**config.mk**
```make
export PLATFORM = sky130hd
export DESIGN_NAME = ysyx_22040127_ifetch_flat
export DESIGN_NICKNAME = d
export VERILOG_FILES = /design/src/rtl/ysyx_22040127_ifetch_if.sv /design/src/rtl/ysyx_22040127_ifetch.sv /design/src/flat_wrapper.sv
export SDC_FILE = /design/constraint.sdc
export NUM_CORES = 1
export LEC_CHECK = 0
export CAP_MARGIN = 20
export CORE_MARGIN = 2
export CORE_UTILIZATION = 49
export DETAILED_ROUTE_END_ITERATION = 10
export GPL_ROUTABILITY_DRIVEN = 0
export PLACE_DENSITY_LB_ADDON = 0.05
export SLEW_MARGIN = 20
export SYNTH_ARGS = -nofsm -noshare
export SYNTH_HDL_FRONTEND = slang
export SYNTH_SLANG_ARGS = --single-unit
```
**constraint.sdc**
```tcl
create_clock -name clk -period 4.7 [get_ports clk]
set_input_delay 1.41 -clock clk [delete_from_list [all_inputs] [get_ports clk]]
set_output_delay 1.41 -clock clk [all_outputs]
set_load 0.02 [all_outputs]
```
**src/rtl/ysyx_22040127_ifetch_if.sv**
```systemverilog
// Instruction-memory request/response bus between the fetch stage (master)
// and the instruction memory (slave): one outstanding read at a time.
interface ysyx_22040127_ifetch_if;
  logic        req_valid;
  logic        req_ready;
  logic [31:0] req_addr;
  logic        resp_valid;
  logic [31:0] resp_data;

  modport master (
    output req_valid, req_addr,
    input  req_ready, resp_valid, resp_data
  );

  modport slave (
    input  req_valid, req_addr,
    output req_ready, resp_valid, resp_data
  );
endinterface

```
**src/rtl/ysyx_22040127_ifetch.sv**
```systemverilog
// Instruction fetch: owns the PC, one imem read in flight, single-entry buffer to decode.
// Define YSYX_22040127_IFETCH_EBREAK_EN to flag ebreak in bus bit 64.
module ysyx_22040127_ifetch #(
  parameter logic [31:0] RESET_PC       = 32'h8000_0000,
  parameter int          IF_TO_ID_WIDTH = 65
) (
  input  logic                      clk,
  input  logic                      rst,
  ysyx_22040127_ifetch_if.master    imem,
  input  logic                      id_allowin,
  output logic                      if_to_id_valid,
  output logic [IF_TO_ID_WIDTH-1:0] if_to_id_bus,
  input  logic                      id_branch_taken,
  input  logic [31:0]               id_branch_result,
  input  logic                      trap_redirect_valid,
  input  logic [31:0]               trap_redirect_pc,
  output logic                      if_busy
);

  typedef enum logic {S_REQ = 1'b0, S_WAIT = 1'b1} state_t;

  state_t      r_state;
  logic [31:0] r_pc;
  logic [31:0] r_req_addr;
  logic [31:0] r_buf_pc;
  logic [31:0] r_buf_inst;
  logic        r_discard;
  logic        r_stale;
  logic        r_buf_valid;

  logic        w_redirect;
  logic [31:0] w_target;
  logic        w_req_valid;
  logic [31:0] w_req_addr;
  logic        w_req_fire;
  logic        w_fill;
  logic        w_ebreak;

  assign w_redirect  = trap_redirect_valid | id_branch_taken;
  assign w_target    = trap_redirect_valid ? trap_redirect_pc : id_branch_result;
  assign w_req_valid = ~rst & (r_state == S_REQ) & (~r_buf_valid | id_allowin);
  // A request already on the bus when a redirect hits keeps its address until
  // accepted; r_stale marks it so the response is dropped and pc is not bumped.
  assign w_req_addr  = r_stale ? r_req_addr : {r_pc[31:2], 2'b00};
  assign w_req_fire  = w_req_valid & imem.req_ready;
  assign w_fill      = (r_state == S_WAIT) & imem.resp_valid & ~r_discard & ~w_redirect;

  assign imem.req_valid = w_req_valid;
  assign imem.req_addr  = w_req_addr;
  assign if_to_id_valid = r_buf_valid;
  assign if_busy        = ~rst & ((r_state == S_WAIT) | (w_req_valid & ~imem.req_ready));
  assign if_to_id_bus   = IF_TO_ID_WIDTH'({w_ebreak, r_buf_inst, r_buf_pc});

  always_ff @(posedge clk) begin
    if (rst) begin
      r_state     <= S_REQ;
      r_pc        <= RESET_PC;
      r_req_addr  <= '0;
      r_discard   <= 1'b0;
      r_stale     <= 1'b0;
      r_buf_valid <= 1'b0;
      r_buf_pc    <= '0;
      r_buf_inst  <= '0;
    end else begin
      if (r_buf_valid & id_allowin) r_buf_valid <= 1'b0;
      case (r_state)
        S_REQ: begin
          if (w_req_fire) begin
            r_req_addr <= w_req_addr;
            r_state    <= S_WAIT;
            r_stale    <= 1'b0;
            r_discard  <= r_stale | w_redirect;
            if (!r_stale) r_pc <= r_pc + 32'd4;
          end else if (w_req_valid & w_redirect & ~r_stale) begin
            r_stale    <= 1'b1;
            r_req_addr <= w_req_addr;
          end
        end
        S_WAIT: begin
          if (imem.resp_valid) begin
            r_state   <= S_REQ;
            r_discard <= 1'b0;
            if (w_fill) begin
              r_buf_valid <= 1'b1;
              r_buf_inst  <= imem.resp_data;
              r_buf_pc    <= r_req_addr;
            end
          end else if (w_redirect) begin
            r_discard <= 1'b1;
          end
        end
      endcase
      // Redirect wins over any sequential pc update and flushes the buffer.
      if (w_redirect) begin
        r_pc        <= w_target;
        r_buf_valid <= 1'b0;
      end
    end
  end

`ifdef YSYX_22040127_IFETCH_EBREAK_EN
  logic r_ebreak;
  always_ff @(posedge clk) begin
    if (rst)         r_ebreak <= 1'b0;
    else if (w_fill) r_ebreak <= (imem.resp_data == 32'h0010_0073);
  end
  assign w_ebreak = r_ebreak;
`else
  assign w_ebreak = 1'b0;
`endif

endmodule

```
**src/flat_wrapper.sv**
```systemverilog
// flat-port wrapper written by rule: the top's interface ports become plain ports
module ysyx_22040127_ifetch_flat 
#(
  parameter logic [31:0] RESET_PC       = 32'h8000_0000,
  parameter int          IF_TO_ID_WIDTH = 65
)
  (clk, rst, id_allowin, if_to_id_valid, if_to_id_bus, id_branch_taken, id_branch_result, trap_redirect_valid, trap_redirect_pc, if_busy, imem_req_valid, imem_req_addr, imem_req_ready, imem_resp_valid, imem_resp_data);
  ysyx_22040127_ifetch_if imem_i ();
  input  logic clk;
  input  logic rst;
  input  logic id_allowin;
  output logic if_to_id_valid;
  output logic [IF_TO_ID_WIDTH-1:0] if_to_id_bus;
  input  logic id_branch_taken;
  input  logic [31:0] id_branch_result;
  input  logic trap_redirect_valid;
  input  logic [31:0] trap_redirect_pc;
  output logic if_busy;
  output wire logic [$bits(imem_i.req_valid)-1:0] imem_req_valid;
  output wire logic [$bits(imem_i.req_addr)-1:0] imem_req_addr;
  input wire logic [$bits(imem_i.req_ready)-1:0] imem_req_ready;
  input wire logic [$bits(imem_i.resp_valid)-1:0] imem_resp_valid;
  input wire logic [$bits(imem_i.resp_data)-1:0] imem_resp_data;
  assign imem_req_valid = imem_i.req_valid;
  assign imem_req_addr = imem_i.req_addr;
  assign imem_i.req_ready = imem_req_ready;
  assign imem_i.resp_valid = imem_resp_valid;
  assign imem_i.resp_data = imem_resp_data;
  ysyx_22040127_ifetch #(.RESET_PC(RESET_PC), .IF_TO_ID_WIDTH(IF_TO_ID_WIDTH)) u_core (.clk(clk), .rst(rst), .imem(imem_i), .id_allowin(id_allowin), .if_to_id_valid(if_to_id_valid), .if_to_id_bus(if_to_id_bus), .id_branch_taken(id_branch_taken), .id_branch_result(id_branch_result), .trap_redirect_valid(trap_redirect_valid), .trap_redirect_pc(trap_redirect_pc), .if_busy(if_busy));
endmodule
```
==> results.sh, run 1 <==
export IMPL_status="completed"
export IMPL_cts_sinks=130
export IMPL_ys_ff_latch=130
export IMPL_dieWidth_um=114
export IMPL_areaGrowthSynthToFinish_pct=44.3
export IMPL_portBuffers=197
export IMPL_synth_distinct_cells=55
export IMPL_synth_warnings=0
export IMPL_use_met2_pct=43.1
export IMPL_syn_nets=828
export IMPL_path_class="in2out"
export IMPL_die_h_um=114
export IMPL_critPathMaxFanout=6
export IMPL_grt_most_used_layer="met2"
export IMPL_rsz0062_at_grt="no"
export IMPL_cts_tree="built"
export IMPL_p_leak_nw=2.99
export IMPL_hp_class="reg2reg"
export IMPL_worstPathRequired_ns=3.29
export IMPL_syn_inst=724
export IMPL_cts_resized=0
export IMPL_slew_viol_final=0
export IMPL_min_path_cells=2
export IMPL_drc=0
export IMPL_reg2reg_depth=6
export IMPL_row_count=40
export IMPL_hold_buffers=0
export IMPL_cts_root_buf="clkbuf_16"
export IMPL_via_per_inst=5.75
export IMPL_tightest_slew_ns=0.816
export IMPL_ys_seq_area_share_pct=43.6
export IMPL_cts_buffer_depth=2
export IMPL_total_power_mw=2.95
export IMPL_timing_slew_headroom_pct=45.5
export IMPL_antenna_cells=0
export IMPL_dp_hpwl_um=12400
export IMPL_final_cells=1055
export IMPL_synth_most_common_cell="nand2_1"
export IMPL_skew_ns=0.00580
export IMPL_power_density_nw_per_um2=343
export IMPL_num_vias=6071
export IMPL_synth_edf_count=0
export IMPL_synth_top_area_share_pct=43.6
export IMPL_yosysTopAreaCell="dfxtp_1"
export IMPL_min_period_ns=4.45
export IMPL_crit_path_end_kind="primary output"
export IMPL_antenna_found_initial=0
export IMPL_drv_cap=0
export IMPL_initial_core_util_pct=49.9
export IMPL_ys_async_sr_fraction_pct=0
export IMPL_fin_crit_sh_pct=94.6
export IMPL_grt_usage_pct=27.1
export IMPL_antenna_left=0
export IMPL_cts_clk_slew_worst_paths_ns=0.05
export IMPL_dieArea_um2=13100
export IMPL_io_pin_count=203
export IMPL_numCtsBuffers=17
export IMPL_fin_nets=999
export IMPL_grt_pass1_wl_um=28100
export IMPL_dpl_cell_count=1023
export IMPL_synth_area_top_cells="dfxtp_1 44%, nand2_1 9.8%, a21oi_1 6.5%, mux2i_1 5.7%, mux2_2 4.3%"
export IMPL_fin_setup_tns_ns=0
export IMPL_fin_ws_ns=0.254
export IMPL_drt_first_iter_violations=559
export IMPL_post_drt_wl_per_cell_um=16.8
export IMPL_use_met1_pct=35.4
export IMPL_start_kind="primary input"
export IMPL_syn_cell_area_um2=5970
export IMPL_fmax_mhz=225
export IMPL_synth_flop_cell="dfxtp_1"
export IMPL_grt_pass1_vias=5757
export IMPL_htree_levels=4
export IMPL_drive_above_1_share_pct=8.37
export IMPL_synth_area_per_cell_um2=8.24
export IMPL_overflow=0
export IMPL_worstPathArrival_ns=3.04
export IMPL_wl_um=17700
export IMPL_clock_latency_ns=0.42
export IMPL_fillers=981
export IMPL_hold_violations=0
export IMPL_peakVddDrop_mv=0.175
export IMPL_first_pass_iters=7
export IMPL_worst_hold_slack_ns=0.445
export IMPL_netlist_top_cells_count="156 x nand2_1, 130 x dfxtp_1, 78 x a21oi_1, 57 x nor2_1, 35 x clkbuf_1"
export IMPL_use_met3_pct=5.56
export IMPL_core_area_um2=12000
export IMPL_grt_max_degree=70
export IMPL_pre_cts_ws_ns=0.267
export IMPL_post_cts_setup_buffer_count=0
export IMPL_finalSetupViolations=0
-- layout make-up --
class / count / area (µm²) / share of cell area [%]
clock buffers: 24 / 492 / 5.71
clock inverters: 8 / 125 / 1.45
inverters: 12 / 45.0 / 0.523
multi-input cells: 526 / 3080 / 35.8
flip-flops and latches: 130 / 2600 / 30.2
well taps: 147 / 184 / 2.14
repair buffers: 208 / 2080 / 24.1
-- through the flow --
| stage | util (%) | instance area [µm²] |
|---|---|---|
| floorplan | - | 5970 |
| global placement | 66.8 | 7990 |
| global route | 71.9 | 8610 |
| finish | 71.9 | 8610 |
| detailed placement | 66.8 | 7990 |
| CTS | 71.9 | 8610 |
-- routing by layer --
layer / wire length [µm] / vias up
met5: 0 / -
met1: 7340 / 2833
met4: 511 / 0
met3: 1500 / 46
li1: - / 2880
met2: 8380 / 312
-- cells by family (layout without fill, tap and decap cells) --
group | count (synthesis) | in the layout | synth area share [%]
and+or+nand+nor | 286 | 286 | 21.6
AOI/OAI and AO/OA | 168 | 168 | 17.6
DFF | 130 | 130 | 43.6
buffers and inverters | 68 | 252 | 4.91
muxes | 57 | 57 | 10.0
xor gates and xnor gates | 13 | 13 | 1.91
adders and majority gates | 1 | 1 | 0.210
other | 1 | 1 | 0.0629
-- sequential cells by signal, indices dropped and copies added, names as in the netlist --
signal                 cells
u_core.r_buf_inst         32
u_core.r_discard           1
u_core.r_req_addr         32
u_core.r_buf_pc           32
u_core.r_stale             1
u_core.if_to_id_valid      1
u_core.r_pc               30
u_core.r_state             1
-- where the power goes --
group	total, mW	internal, mW	switching, mW	leakage (nW)
combinational	0.396	0.204	0.192	1.63
clock	1.36	0.890	0.471	0.300
sequential	1.19	1.14	0.0517	1.06
-- layout by cell type (no fill, tap or decap), drive strengths merged, types with 10 or more instances in the layout --
| master | n |
|---|---|
| dfxtp | 130 |
| a211oi | 10 |
| nand2 | 156 |
| nand3 | 13 |
| o21ai | 12 |
| clkdlybuf4s50 | 196 |
| mux2 | 23 |
| buf | 12 |
| o22ai | 12 |
| nand4 | 11 |
| a22oi | 15 |
| inv | 11 |
| mux2i | 34 |
| clkbuf | 24 |
| nor2 | 57 |
| a21oi | 78 |
| nor3 | 15 |
-- worst max-delay path, cell delays in order --
cell             delay (ns)
clkdlybuf4s50_1        0.52
nor2b_1                0.11
nor3_2                 0.28
clkdlybuf4s50_1        0.71
-- final timing paths --
kind                   startpoint              endpoint  slack (ns)
max                    id_allowin        imem_req_valid        0.25
min          u_core.r_req_addr[1]  u_core.r_req_addr[1]        0.45
max reg2reg        u_core.r_stale       u_core.r_pc[13]        2.22
min reg2reg  u_core.r_req_addr[1]  u_core.r_req_addr[1]        0.45
(Power assumes the default switching activity.)
==> run 2, diff against run 1 <==
--- a/config.mk
+++ b/config.mk
@@ -10,6 +10,7 @@
 export CORE_UTILIZATION = 49
 export DETAILED_ROUTE_END_ITERATION = 10
 export GPL_ROUTABILITY_DRIVEN = 0
+export GPL_TIMING_DRIVEN = 1
 export PLACE_DENSITY_LB_ADDON = 0.05
 export SLEW_MARGIN = 20
 export SYNTH_ARGS = -nofsm -noshare
==> results of run 2 <==
No change in the layout: final DEF, timing and power equal those of run 1.
==> run 3, diff against run 2 <==
--- a/config.mk
+++ b/config.mk
@@ -12,6 +12,7 @@
 export GPL_ROUTABILITY_DRIVEN = 0
 export GPL_TIMING_DRIVEN = 1
 export PLACE_DENSITY_LB_ADDON = 0.05
+export SKIP_CTS_REPAIR_TIMING = 1
 export SLEW_MARGIN = 20
 export SYNTH_ARGS = -nofsm -noshare
 export SYNTH_HDL_FRONTEND = slang
==> results of run 3 <==
No change in the layout: final DEF, timing and power equal those of run 1.
